<file path="src/rtl/csa_pkg.sv">
// Shared constants and FSM encoding for the carry-save resolver.
// W      : operand / result width
// CHUNK  : bits resolved per cycle
// NCHUNK : number of chunks, ceil(W/CHUNK)
// LAST_W : width of the final (narrower) chunk
package csa_pkg;

    localparam int W      = 82;
    localparam int CHUNK  = 21;
    localparam int NCHUNK = (W + CHUNK - 1) / CHUNK;
    localparam int LAST_W = W - (NCHUNK - 1) * CHUNK;

    typedef enum logic [1:0] {
        IDLE = 2'd0,
        ADD  = 2'd1,
        DONE = 2'd2
    } state_t;

endpackage

</file>
<file path="src/rtl/cpa_chunk.sv">
// Combinational CHUNK-bit carry-propagate adder slice.
// a_i, b_i : chunk operands (narrow chunks arrive zero-extended)
// ci_i     : carry in
// sum_o    : chunk sum
// co_o     : carry out of the full CHUNK-bit slice
module cpa_chunk #(
    parameter int CHUNK = 21
) (
    input  logic [CHUNK-1:0] a_i,
    input  logic [CHUNK-1:0] b_i,
    input  logic             ci_i,
    output logic [CHUNK-1:0] sum_o,
    output logic             co_o
);

    assign {co_o, sum_o} = {1'b0, a_i} + {1'b0, b_i} + (CHUNK+1)'(ci_i);

endmodule

</file>
<file path="src/rtl/csa_resolve_82.sv">
// Resolves a carry-save pair (c_in, s_in) into a binary sum, CHUNK bits
// per cycle, through a single shared chunk adder.
// clk, rst            : clock, asynchronous active-high reset
// in_valid / in_ready : operand handshake (accepted only in IDLE)
// c_in, s_in          : carry and sum vectors of the redundant operand
// out_valid/out_ready : result handshake (presented only in DONE)
// sum_out, cout       : (c_in + s_in) mod 2^W and bit W of the sum
//
// state | meaning
// IDLE  | waiting for an operand pair, last result held on sum_out
// ADD   | resolving chunk idx_q, one chunk per cycle
// DONE  | result presented until out_ready
module csa_resolve_82 import csa_pkg::*; #(
    parameter int W     = csa_pkg::W,
    parameter int CHUNK = csa_pkg::CHUNK
) (
    input  logic         clk,
    input  logic         rst,
    input  logic         in_valid,
    output logic         in_ready,
    input  logic [W-1:0] c_in,
    input  logic [W-1:0] s_in,
    output logic         out_valid,
    input  logic         out_ready,
    output logic [W-1:0] sum_out,
    output logic         cout
);

    localparam int NCH   = (W + CHUNK - 1) / CHUNK;
    localparam int LASTW = W - (NCH - 1) * CHUNK;
    localparam int PAD_W = NCH * CHUNK;

    state_t       state_q;
    logic [W-1:0] c_q, s_q;
    logic [W-1:0] acc_q, acc_d;
    logic [W-1:0] sum_q;
    logic         cout_q;
    logic [1:0]   idx_q;
    logic         carry_q;

    logic [PAD_W-1:0] c_pad, s_pad;
    logic [CHUNK-1:0] a_chunk, b_chunk, chunk_sum;
    logic             chunk_co;
    logic [CHUNK:0]   chunk_ext;
    logic             last_carry;

    // Padding bits above W are zero, so the final chunk is zero-extended.
    assign c_pad = PAD_W'(c_q);
    assign s_pad = PAD_W'(s_q);

    always_comb begin
        a_chunk = c_pad[int'(idx_q)*CHUNK +: CHUNK];
        b_chunk = s_pad[int'(idx_q)*CHUNK +: CHUNK];
    end

    cpa_chunk #(.CHUNK(CHUNK)) u_chunk (
        .a_i   (a_chunk),
        .b_i   (b_chunk),
        .ci_i  (carry_q),
        .sum_o (chunk_sum),
        .co_o  (chunk_co)
    );

    // The final chunk is only LASTW bits wide; its carry sits at bit LASTW
    // of the extended chunk result rather than at the slice carry-out.
    assign chunk_ext  = {chunk_co, chunk_sum};
    assign last_carry = chunk_ext[LASTW];

    always_comb begin
        acc_d = acc_q;
        for (int b = 0; b < W; b++) begin
            if (b / CHUNK == int'(idx_q)) begin
                acc_d[b] = chunk_sum[b % CHUNK];
            end
        end
    end

    // Partial chunks accumulate in acc_q; sum_q only changes on completion.
    always_ff @(posedge clk or posedge rst) begin
        if (rst) begin
            state_q <= IDLE;
            c_q     <= '0;
            s_q     <= '0;
            acc_q   <= '0;
            sum_q   <= '0;
            cout_q  <= 1'b0;
            idx_q   <= 2'd0;
            carry_q <= 1'b0;
        end else begin
            case (state_q)
                IDLE: begin
                    if (in_valid) begin
                        c_q     <= c_in;
                        s_q     <= s_in;
                        idx_q   <= 2'd0;
                        carry_q <= 1'b0;
                        state_q <= ADD;
                    end
                end
                ADD: begin
                    acc_q   <= acc_d;
                    carry_q <= chunk_co;
                    idx_q   <= idx_q + 2'd1;
                    if (idx_q == 2'(NCH - 1)) begin
                        sum_q   <= acc_d;
                        cout_q  <= last_carry;
                        state_q <= DONE;
                    end
                end
                DONE: begin
                    if (out_ready) begin
                        state_q <= IDLE;
                    end
                end
                default: state_q <= IDLE;
            endcase
        end
    end

    assign in_ready  = (state_q == IDLE);
    assign out_valid = (state_q == DONE);
    assign sum_out   = sum_q;
    assign cout      = cout_q;

endmodule

</file>
<file path="config.mk">
export PLATFORM = sky130hd
export DESIGN_NAME = csa_resolve_82
export DESIGN_NICKNAME = d
export VERILOG_FILES = /design/src/rtl/csa_pkg.sv /design/src/rtl/cpa_chunk.sv /design/src/rtl/csa_resolve_82.sv
export SDC_FILE = /design/constraint.sdc
export NUM_CORES = 1
export LEC_CHECK = 0
export CAP_MARGIN = 20
export CORE_UTILIZATION = 24
export DETAILED_ROUTE_END_ITERATION = 10
export DONT_BUFFER_PORTS = 1
export PLACE_DENSITY = 0.39
export SLEW_MARGIN = 0
export SYNTH_ARGS = -nofsm -noshare
export SYNTH_HDL_FRONTEND = slang
export SYNTH_SLANG_ARGS = --single-unit
</file>
<file path="constraint.sdc">
create_clock -name clk -period 24.7 [get_ports clk]
set_clock_uncertainty 0.2 [all_clocks]
set_input_delay 4.94 -clock clk [delete_from_list [all_inputs] [get_ports clk]]
set_output_delay 4.94 -clock clk [all_outputs]
set_load 0.005 [all_outputs]
</file>
# Yosys cells after proc, flatten, opt, wreduce, memory -nomap -nowiden
# Index checks and enable logic that the tools add are counted.
[word_totals]
register_bits = 334
inputBits = 168
elab_cells = 120
[op_classes]
n_mux = 90
n_reduce_logical = 7
eq_ne = 9
n_addsub = 3
n_shift = 2
mul = 1
[op_table]
columns = ["op", "n"]
rows = [
  ["84-bit by 32-bit variable part select with 21-bit output", 1],
  ["84-bit by 8-bit variable part select with 21-bit output", 1],
  ["1-bit 2-to-1 mux", 83],
  ["21-bit by 21-bit adder with 22-bit output", 1],
  ["22-bit by 1-bit adder with 22-bit output", 1],
  ["2-bit 2-to-1 mux", 4],
  ["2-bit by 5-bit multiplier with 7-bit output, second input constant", 1],
  ["2-bit one-hot mux with 3 select lines", 1],
  ["2-bit AND reduction", 3],
  ["2-bit == test, first input constant", 2],
  ["2-bit == test, second input constant", 2],
  ["2-bit logical NOT", 2],
  ["2-bit != test, second input constant", 2],
  ["2-bit one-hot mux with 2 select lines", 1],
  ["3-bit AND reduction", 1],
  ["2-bit by 1-bit adder with 2-bit output, second input constant", 1],
  ["1-bit by 2-bit == test with 1-bit output, first input constant", 1],
  ["2-bit by 1-bit == test with 1-bit output, second input constant", 1],
  ["2-bit by 1-bit != test with 1-bit output, second input constant", 1],
  ["1-bit one-hot mux with 2 select lines", 1],
  ["2-bit nonzero test", 1],
]

# Depth between registers and ports, before layout
# Gate-level depths: netlist of the first run.
[depth]
depth_word = 5
depth_mapped = 13

# Cells and area by module
# From an unflattened synthesis of the first run, not the netlist that was laid out.
[unflattened]
hier_cells = 976
hier_area_um2 = 15023.2
[modules_own_cells]
columns = ["mod", "instances", "cells_each", "area_each_um2"]
rows = [
  ["csa_resolve_82", 1, 811, 13829.5],
  ["cpa_chunk", 1, 165, 1193.6],
]

# Worst setup path before layout of the first run
# OpenSTA, ideal clock, no wires.
[synth_path]
path_type = "input port to flip-flop"
start = "input in_valid"
end = "register s_q[0]"
setup_ps = 125
path_slack_ps = 18309
stages = 4
arrival_time_ps = 6066
required_time_ps = 24375
cell_sequence = "and2_1 -> clkbuf_1 -> clkbuf_1 -> mux2_2"
[synth_via]
elab_chain_len = 1
[synth_rtl]
columns = ["element", "line_no", "text"]
rows = [
  ["from (decl)", "csa_resolve_82.sv:19", "input logic in_valid,"],
  ["2-bit AND reduction (no line)", "-", ""],
  ["to (signal assigned)", "csa_resolve_82.sv:94", "s_q <= s_in;"],
  ["to (decl)", "csa_resolve_82.sv:34", "logic [W-1:0] c_q, s_q;"],
]
# Every way passes these cells.
# A chain may end at the register's enable or synchronous reset.

# Worst setup path in the final report of the first run
[layout_path]
start = "register state_q[0]"
end = "output out_valid"
[layout_via]
elab_chain_len = 1
[layout_rtl]
columns = ["element", "line_no", "text"]
rows = [
  ["from (decl)", "csa_resolve_82.sv:33", "state_t state_q;"],
  ["from (signal assigned)", "csa_resolve_82.sv:81", "state_q <= IDLE;"],
  ["from (signal assigned)", "csa_resolve_82.sv:97", "state_q <= ADD;"],
  ["from (signal assigned)", "csa_resolve_82.sv:107", "state_q <= DONE;"],
  ["2-bit == test", "csa_resolve_82.sv:121", "assign out_valid = (state_q == DONE);"],
  ["to (decl)", "csa_resolve_82.sv:23", "output logic out_valid,"],
]
# Every way passes these cells.

==> out/qor.csv, run 1 <==
metric,value,unit
status,"finished, final reports clean",
endpoint_kind,primary output,
vias,8948,
hold_viol_final,0,
finalNetCount,1344,
stdcell_count,1948,
critical_path_class,reg2out,
r2r_slack,19.64,ns
die_w,245.6,um
yosysSeqAreaShare,55.37,%
insertion_delay,0.55,ns
grt_max_degree,146,
dp.cells,1872,
synth_area,0.01424,mm2
fillCellCount,6095,
cts_buffer_depth,3,
worstMarginPinSlew,1.071,ns
cts.sinks,315,
required,19.56,ns
hpwl,28.51,mm
fmaxAchievable,152.2,MHz
cts_resized,0,
hp-class,reg2reg,
drive_gt1_share,24.47,%
gp_congestion,0.7316,
final_max_slew_viol_count,0,
firstDrtPassIters,4,
cts_hold_buffers,0,
die_height,245.6,um
grt_pass1_vias,9446,
rr_worst_depth,12,
post_cts_buffers,0,
io_buffers,0,
synth_fp_nets,1366,
cp_max_fo,5,
synth_warnings,0,
drc,0,
drt-total-wl,41.48,mm
reg2reg_from,idx_q[0],
ys.flop_type,dfrtp_1,
crit_start,state_q[0],
yosysTopAreaCellShare,55.37,%
initial_core_util,24.49,%
path_clk_slew,0.06,ns
fin_crit,6.570,ns
place_area,0.01503,mm2
drt_iter0_markers,399,
fin_crit_sh,26.60,%
post_synth_num_cell_types,49,
post-route-util,28.07,%
ys_ff_latch,315,
endpoint,out_valid,
postSynthAreaPerCell,12.15,um2
synthTopCellsByCount,"dfrtp_1, mux2_2, nand2_1",
yosys.area.top_type,dfrtp_1,
yosysMostFrequentCell,dfrtp_1,
cts-root-buf,clkbuf_16,
ios,253,
relSlewSlack,28.62,%
grt-ovfl-total,0,
rr_endpoint,sum_out[71],
synth_edf_count,0,
drtAntennaViolNets,0,
grt_usage,14.08,%
cts_buffers,40,
grt_pass1_wl,63.30,mm
cts_tree,built,
finalSetupTns,0,ns
syn_inst,1172,
crit_arrival,1.43,ns
core,0.05814,mm2
critPathLaunchType,flip-flop,
rows,88,
area_delta_synth_final,14.61,%
async_flop_share,100.0,%
rsz0062_at_grt,false,
yosys-top-cells-area,"dfrtp_1, mux2_2, mux4_2",
drv_cap,0,
viasPerCell,4.593,
wl_per_cell,21.29,um
htree_levels,2,
finalSetupViolCount,0,
die-area,0.06030,mm2
fin_area,0.01632,mm2
antenna_found_initial,20,
[critical path, cell delays in order, from the launching register on]
cell and delay [ns]:
dfrtp_1 0.48, nand2b_1 0.29, inv_1 0.12
[metrics by stage]
stage                     worst slack, ns  hold slack [ns]
final                               18.13           0.2707
after global routing                18.07           0.2982
after CTS                           17.66           0.2740
after detailed placement            17.05           0.2619
after global placement              17.08           0.2546
after floorplan                     10.85           0.2419
[flip-flops by register name, indices dropped and copies added (netlist names)]
register,count
c_q,82
state_q,2
sum_out,82
s_q,82
carry_q,1
idx_q,2
cout,1
acc_q,63
[placed cells by master, fill, tap and decap left out, types with 4 or more instances in the layout]
cell type,netlist,routed
dfrtp_1,315,313
mux2_2,167,167
nand2_1,146,145
o21ai_0,132,132
a21oi_1,47,47
clkbuf_16,0,41
mux4_2,38,38
mux2i_1,32,32
nor2_1,25,25
ha_1,24,24
nor3b_1,21,21
a31oi_1,15,15
xor2_1,14,14
inv_1,14,13
nand3_1,12,12
buf_4,1,12
o21ai_1,11,11
nand2b_1,10,10
xnor2_1,10,10
clkbuf_8,0,9
clkbuf_1,66,8
diode_2,0,6
clkinv_2,0,6
nor2b_1,5,5
o211ai_1,5,5
nor3_1,5,5
or3_1,4,4
nand4b_1,4,4
clkinvlp_4,0,4
[logic make-up (layout without fill, tap and decap cells)]
group | count (synthesis) | in the layout | synth area share (%)
AOI/OAI and AO/OA | 231 | 231 | 8.823
xor gates and xnor gates | 24 | 24 | 1.476
adders and majority gates | 26 | 26 | 2.390
buffers and inverters | 92 | 97 | 2.487
DFF | 315 | 315 | 55.37
muxes | 237 | 237 | 21.47
other | 0 | 6 | 0
and+or+nand+nor | 247 | 247 | 7.988
[worst min path at each step]
stage | endpoint | cells after the start | slack, ns | start
detailed placement | acc_q[9] | 2 | 0.26 | acc_q[9]
floorplan | acc_q[13] | 2 | 0.24 | acc_q[13]
finish | acc_q[34] | 2 | 0.27 | acc_q[34]
global placement | acc_q[30] | 2 | 0.25 | acc_q[30]
CTS | acc_q[9] | 2 | 0.27 | acc_q[9]
global route | acc_q[8] | 2 | 0.30 | acc_q[8]
[metal layers]
layer | track usage (%) | share of wire (%) | vias up | routed length (um)
li1 | - | - | 4144 | -
met1 | 18.72 | 45 | 4486 | 18870
met2 | 21.19 | 44 | 204 | 18370
met3 | 5.402 | 7.5 | 86 | 3104
met4 | 3.782 | 2.3 | 28 | 952
met5 | 0 | 0.43 | - | 179
[area by class of cell]
class / count / area [um2] / area share (%)
clock buffers: 58 / 1180 / 7.231
flip-flops and latches: 315 / 7888 / 48.34
diodes: 6 / 15.01 / 0.09202
multi-input cells: 765 / 6011 / 36.84
inverters: 14 / 60.06 / 0.3681
clock inverters: 11 / 68.82 / 0.4217
well taps: 765 / 957.2 / 5.866
repair buffers: 14 / 137.6 / 0.8435
Power of run 1 is left out: the tool's default activity adds up to more than one toggle a clock period on the data nets, which glitch-free logic cannot reach.
==> inputs of run 2 (changes only) <==
Settings changed: PLACE_DENSITY 0.39 to 0.4.
Clock period 24.7 ns to 5.9 ns, I/O delays scaled along.
==> out/qor.csv, run 2 (synthesis results as in run 1) <==
metric,value,unit
hpwl,30.06,mm
cts_buffers,40,
final_cell_mix,"dfrtp_1, mux2_2, nand2_1",
crit_slowest_cell,dfrtp_4,
dp_slack,1.324,ns
io_buffers,0,
dp.cells,1875,
hp-class,in2async,
endpoint_kind,flip-flop,
cts-root-buf,clkbuf_16,
gp_congestion,0.7721,
drt-total-wl,42.60,mm
area_delta_synth_final,15.48,%
drc,0,
relSlewSlack,40.19,%
cts.sinks,315,
fin_crit_sh,77.17,%
stdcell_count,1956,
whs,0.2480,ns
core,0.05814,mm2
grt-ovfl-total,0,
drtAntennaViolNets,0,
slowest_delay,0.93,ns
grt_usage,14.16,%
rows,88,
initial_core_util,24.49,%
layout_setup_ws,1.347,ns
firstDrtPassIters,5,
cts_hold_buffers,0,
reg2reg_from,idx_q[0],
wl_per_cell,21.78,um
cts_tree,built,
critical_path_class,reg2reg,
worstMarginPinSlew,0.8972,ns
drive_gt1_share,24.51,%
crit_start,idx_q[0],
cts_resized,0,
fillCellCount,6063,
insertion_delay,0.56,ns
layout_commonest_cell,dfrtp_1,
die_w,245.6,um
post_cts_buffers,0,
fin_crit,4.553,ns
globalRouteMet1Util,18.58,%
die-area,0.06030,mm2
critPathLaunchType,flip-flop,
grt_pass1_wl,63.39,mm
grtUsageMet2,21.15,%
htree_levels,2,
rr_endpoint,sum_out[61],
endpoint,sum_out[61],
crit_top_cell,a21oi_1,
rsz0062_at_grt,false,
finalSetupViolCount,0,
required,6.09,ns
cp_cell_sequence,mux4_2 -> ha_1 -> a21oi_1 -> o21bai_1 -> a21oi_1 -> o211ai_2 -> a31oi_1 -> xor2_1 -> o21ai_0,
multiInputGateArea,0.006011,mm2
cp_max_fo,38,
die_height,245.6,um
finalNetCount,1347,
grt_pass1_vias,9269,
drt_iter0_markers,486,
hold_viol_final,0,
rr_worst_depth,9,
seq_area,0.007888,mm2
r2r_slack,1.35,ns
finalSetupTns,0,ns
final_max_slew_viol_count,0,
top_usage_layer,met2,
crit_arrival,4.74,ns
ios,253,
viasPerCell,4.598,
vias,8994,
fmaxAchievable,219.6,MHz
grt_max_degree,133,
antenna_found_initial,26,
cts_buffer_depth,3,
drv_cap,0,
status,"finished, final reports clean",
use_met3,6.046,%
path_clk_slew,0.06,ns
==> run 2: changes by cell type in the layout (fill, tap and decap cells not counted), sizes merged, moves of 2 or more <==
cell,before,now
diode,6,8
clkinv,7,4
clkbuf,58,61
bufinv,0,3
buf,14,17
==> run 2: through the flow <==
step	area (um2)	util, %
5_1_grt	16430	28.26
4_1_cts	16390	28.20
6_report	16440	28.28
3_3_place_gp	15070	25.92
2_1_floorplan	14240	-
3_5_place_dp	15070	25.92
==> run 2: worst max-delay path: cells and delay by family (launching register included) <==
family                   cells  cell delay, ns
multiplexers                 1            0.64
XOR/XNOR                     1            0.60
flip-flops                   1            0.93
AO/OA/AOI/OAI                6            1.49
adder cells (fa/ha/maj)      1            0.47
==> run 2: cell type report <==
cell class / count / share of cell area, %
flip-flops and latches: 315 / 47.98
multi-input cells: 765 / 36.56
clock buffers: 61 / 7.184
well taps: 765 / 5.822
repair buffers: 17 / 1.126
clock inverters: 11 / 0.8676
inverters: 14 / 0.3425
diodes: 8 / 0.1218
==> run 2: worst min-delay path by stage <==
stage,from,cells after the start,to
6_report,rst,1,s_q[4]
5_1_grt,rst,1,s_q[67]
4_1_cts,rst,1,s_q[25]
3_5_place_dp,acc_q[61],2,acc_q[61]
3_3_place_gp,acc_q[13],2,acc_q[13]
2_1_floorplan,acc_q[13],2,acc_q[13]
==> run 2: metal layers <==
layer  up-vias  wire, um  part of all wire [%]
met5         -       230                  0.54
met4        34       774                   1.8
met3        76      3728                   8.8
met2       228     18960                    45
met1      4497     18900                    44
li1       4159         -                     -
Power of run 2 is left out for the same reason.
